### src/rtl/fifo_block_sequencer.sv
// fifo_block_sequencer: gathers BLOCK_WORDS words from an RX FIFO into one block,
// hands it to an engine, then streams the engine's result block out to a TX FIFO.
module fifo_block_sequencer #(
  parameter int unsigned DATA_SIZE   = 8,
  parameter int unsigned BLOCK_WORDS = 16
) (
  input  logic                              clk,
  input  logic                              reset,
  input  logic                              enable,
  input  logic                              rx_empty,
  input  logic [DATA_SIZE-1:0]              rx_data,
  output logic                              rx_rd,
  input  logic                              tx_full,
  output logic                              tx_wr,
  output logic [DATA_SIZE-1:0]              tx_data,
  output logic [DATA_SIZE*BLOCK_WORDS-1:0]  blk_out,
  output logic                              blk_valid,
  input  logic                              blk_ready,
  input  logic [DATA_SIZE*BLOCK_WORDS-1:0]  res_in,
  input  logic                              res_valid,
  output logic                              res_ready,
  output logic                              busy,
  output logic [15:0]                       blk_count
);

  localparam int unsigned BW = DATA_SIZE * BLOCK_WORDS;
  localparam int unsigned IW = (BLOCK_WORDS > 1) ? $clog2(BLOCK_WORDS) : 1;
  localparam logic [IW-1:0] LAST = IW'(BLOCK_WORDS - 1);

  typedef enum logic [2:0] {IDLE, COLLECT, ISSUE, WAIT_RES, DRAIN} state_t;

  state_t        state, state_next;
  logic [IW-1:0] idx;
  logic [BW-1:0] result;

  always_ff @(posedge clk or posedge reset) begin
    if (reset) state <= IDLE;
    else       state <= state_next;
  end

  always_comb begin
    state_next = state;
    rx_rd      = 1'b0;
    tx_wr      = 1'b0;
    blk_valid  = 1'b0;
    res_ready  = 1'b0;
    case (state)
      IDLE:     if (enable) state_next = COLLECT;
      COLLECT: begin
        rx_rd = ~rx_empty;
        if (rx_rd && idx == LAST) state_next = ISSUE;
      end
      ISSUE: begin
        blk_valid = 1'b1;
        if (blk_ready) state_next = WAIT_RES;
      end
      WAIT_RES: begin
        res_ready = 1'b1;
        if (res_valid) state_next = DRAIN;
      end
      DRAIN: begin
        tx_wr = ~tx_full;
        if (tx_wr && idx == LAST) state_next = enable ? COLLECT : IDLE;
      end
      default:  state_next = IDLE;
    endcase
  end

  // Word index 0 occupies the most significant slot of both blk_out and result.
  always_ff @(posedge clk or posedge reset) begin
    if (reset) begin
      idx       <= '0;
      blk_out   <= '0;
      result    <= '0;
      blk_count <= '0;
    end else begin
      case (state)
        IDLE: idx <= '0;
        COLLECT: if (rx_rd) begin
          for (int unsigned i = 0; i < BLOCK_WORDS; i++)
            if (idx == IW'(i))
              blk_out[(BLOCK_WORDS-1-i)*DATA_SIZE +: DATA_SIZE] <= rx_data;
          idx <= (idx == LAST) ? '0 : idx + IW'(1);
        end
        WAIT_RES: if (res_valid) begin
          result <= res_in;
          idx    <= '0;
        end
        DRAIN: if (tx_wr) begin
          idx <= (idx == LAST) ? '0 : idx + IW'(1);
          if (idx == LAST) blk_count <= blk_count + 16'd1;
        end
        default: ;
      endcase
    end
  end

  always_comb begin
    tx_data = '0;
    if (state == DRAIN)
      for (int unsigned i = 0; i < BLOCK_WORDS; i++)
        if (idx == IW'(i))
          tx_data = result[(BLOCK_WORDS-1-i)*DATA_SIZE +: DATA_SIZE];
  end

  assign busy = (state != IDLE);

endmodule
### config.mk
export PLATFORM = sky130hd
export DESIGN_NAME = fifo_block_sequencer
export DESIGN_NICKNAME = d
export VERILOG_FILES = /design/src/rtl/fifo_block_sequencer.sv
export SDC_FILE = /design/constraint.sdc
export NUM_CORES = 1
export LEC_CHECK = 0
export CORE_ASPECT_RATIO = 0.75
export CORE_MARGIN = 5
export CORE_UTILIZATION = 45
export CTS_CLUSTER_DIAMETER = 100
export DETAILED_ROUTE_END_ITERATION = 12
export GPL_TIMING_DRIVEN = 0
export PLACE_DENSITY = 0.77
export SYNTH_ARGS = -nofsm -noshare
export SYNTH_HDL_FRONTEND = slang
export SYNTH_SLANG_ARGS = --single-unit
export TNS_END_PERCENT = 1
### constraint.sdc
create_clock -name clk -period 10.7 [get_ports clk]
set_input_delay 2.675 -clock clk [delete_from_list [all_inputs] [get_ports clk]]
set_output_delay 2.675 -clock clk [all_outputs]
set_load 0.005 [all_outputs]
==> results list <==
* Buffer depth of the longest clock path: 3
- Util after Layout: 0.6221
- In this run the vertical extent of the chip is 152.8 um.
- Mean instance size in the synthesized netlist: 12.93 um2
- DRC: 0
- After clock tree synthesis, the setup repair step added 0 buffers.
- For this run, the register share of the synthesized area comes to 0.5708.
- Via-per-instance ratio: 5.539
- Filler Cell Count: approximately 2,100
- Clock latency reported for the late side of the worst-skew pair: 0.54 ns
* FF+latch area: 6982 um2
- Effective utilization at floorplan: 0.4552
- The hold violation total from the final report was 0.
- At the pin with the least slew margin, the transition time is 0.8765 ns.
* Leading cell types in the layout, fill and taps excluded: clkdlybuf4s50_1, dfrtp_1, mux2_2
- Setup repair after global routing missed its margin: false
- Max Transition Viols Final: 0
- The run finished with clean final reports.
- Num ports: 300
- After clock tree synthesis, the clock-pin slew on the worst setup and hold paths is around 0.060 ns.
- Number of buffers added to fix hold violations after cts: 0
- For this run, the detailed router's first-pass iteration total came to 5.
- Pre-CTS worst setup slack: 3.476 ns
- Total die area: around 31,000 um2
- For this run, the top clock speed supported by timing is around 140 MHz.
- Final weighted congestion in routability-driven placement: 0.9056
* Type of the most critical hold path: register to register
- Number of instances in the synthesized netlist: between 900 and 1,000
- Once detail routing completed, the nets flagged for antenna violations numbered 0.
- Total clock buffers created by CTS: 28
- CTS tree: yes
- After layout, the minimum clock period comes to 7.217 ns.
* Worst Path Max Fanout: 9
* Number of synthesized flops with an enable pin: 0
- In the final layout, the multi-input gates occupy 4915 um2.
- Wire length after detailed routing: 37.19 mm
* Number of max-cap violations: 0
- The number of global-route vias before repair is around 9,500.
* Violation count after the first detailed-route iteration: just under 800
- STA classifies the critical path endpoint as an output pin.
* Crit start category: input port
* Number of clock sinks seen by CTS: 279
- In the synthesized netlist the async set-or-reset flop fraction comes to 1.000.
- Number of warnings printed during yosys synthesis: 0
* Most frequent standard cell in the layout excluding fill and tap cells: clkdlybuf4s50_1
- Number of gates given a new drive strength after cts: 0
- In this run the clock root is driven by a clkbuf_16.
* Final setup violating endpoints: 0
- CTS built an H-tree with a depth of 1.
- Detailed-route wire length per cell: ~23 um
- Total routing usage reported by global routing: 0.2376
- Once detailed placement completed, the half-perimeter wirelength came to 28.13 mm.
- The floorplan step set the die width to 200.4 um.
* Leakage power figure: roughly 0.0076 uW
* Antenna violations before repair: 3
- Data on the critical path is required at its endpoint by 8.03 ns.
- At the worst endpoint, the arrival time is 4.54 ns.
* Count of vias placed by the detailed router: 9,150
* Remaining global-route overflow: 0
* Port buffer count: 299
- Syn_nets: 1,094
- Across the routed clock network, the largest skew measured is between 0.008 and 0.009 ns.
* Number of distinct standard cells referenced by the synthesized netlist: 57
* Layout Area Growth over Synthesis: 36.67%
- Number of rows in the core area: 52
- Mapped Area: 12,230 um2
- Once layout is done, the placed cells without fillers occupy 16,720 um2.
* Max-slew headroom: 0.4125
- Fraction of layout instances using a drive strength above 1: 0.2411
* Layout net count: 1,425
* Placed cell areas: 15,730 um2
- Flip-flop and latch count after synthesis: 279
* Crit Path Category: input port to output pin
* Largest net degree at the start of global routing: between 100 and 150
- Predominant post-synthesis flop cell: dfrtp_1
- In the post-route analysis, the smallest setup slack over all paths is 3.483 ns.
* Pwr per Cell Area: 246.5 nW/um2
- In the finished design, the share of the clock period the worst path needs comes to 0.6745.
- The design draws approximately 4000 uW.
- The region available for standard cell placement spans between 20,000 and 30,000 um2.
- Maximum resistive drop on vdd: 113.3 uV
- First-pass GRT wire length: 57.97 mm
## flip-flops by register name (all words and copies together), names as in the netlist
signal     flops
state          3
blk_count     16
blk_out      128
result       128
idx            4
## through the flow
stage / std cells / hold slack [ns] / setup TNS [ns]
final: 1652 / 0.4930 / 0
after global routing: 1652 / 0.5100 / 0
after CTS: 1649 / 0.4978 / 0
after detailed placement: 1598 / 0.4843 / 0
after global placement: 1596 / 0.4604 / -836.98
after floorplan: 946 / 0.4676 / 0
## where the power goes
group | switching, uW | internal, uW
registers | 209 | 1400
logic | 664 | 816
clock network | 406 | 622
## kinds of logic after synthesis
group	Yosys count	share of synthesized area
flip-flops	279	0.5708
XOR/XNOR	16	0.01146
AND/OR/NAND/NOR	171	0.07376
AO/OA/AOI/OAI	137	0.07489
multiplexers	257	0.2366
adder cells (fa/ha/maj)	5	0.005115
buffers and inverters	81	0.02731
## layer usage
layer | vias to the layer above | global-route usage | wire [um]
li1 | 4078 | - | -
met1 | 4670 | 0.3484 | 17100
met2 | 347 | 0.3693 | 16880
met3 | 55 | 0.04723 | 2389
met4 | 0 | 0.05437 | 815
met5 | - | 0 | 0
## synthesized netlist by cell type, drive strengths merged (8+ instances only)
| cell type | n | area share |
|---|---|---|
| mux2 | 257 | 0.24 |
| nor2b | 12 | 0.0061 |
| buf | 20 | 0.0086 |
| nor2 | 32 | 0.0098 |
| dfrtp | 279 | 0.57 |
| nand3 | 13 | 0.0053 |
| a21oi | 38 | 0.016 |
| o21ai | 28 | 0.011 |
| clkbuf | 45 | 0.014 |
| nor3b | 11 | 0.0068 |
| inv | 15 | 0.0046 |
| o311ai | 8 | 0.0057 |
| a221oi | 14 | 0.010 |
| nand2 | 49 | 0.015 |
| xnor2 | 11 | 0.0079 |
| nor3 | 17 | 0.0091 |
## layout make-up
class	count	area share
inverter	16	0.004042
multi-input combinational	586	0.2940
timing repair buffer	301	0.1823
buffer	65	0.01639
tap	351	0.02627
antenna	3	0.0004491
clock inverter	9	0.007710
clock buffer	42	0.05112
sequential	279	0.4177
## worst paths after layout
| path | slack, ns | cells after the start | start | endpoint |
|---|---|---|---|---|
| setup / recovery | 3.48 | 5 | rx_empty | rx_rd |
| hold / removal | 0.49 | 1 | blk_out[15] | blk_out[15] |
| setup reg to reg | 7.48 | 7 | idx[0] | blk_out[72] |
| hold reg to reg | 0.49 | 1 | blk_out[15] | blk_out[15] |
| max in group asynchronous | 6.79 | 4 | reset | blk_out[79] |
| min in group asynchronous | 2.48 | 2 | reset | result[116] |
## critical path: stages
cell,delay [ns]
clkdlybuf4s50_1,0.45
or4b_1,0.46
buf_2,0.19
inv_2,0.17
clkdlybuf4s50_1,0.58
(Power assumes the default switching activity.)
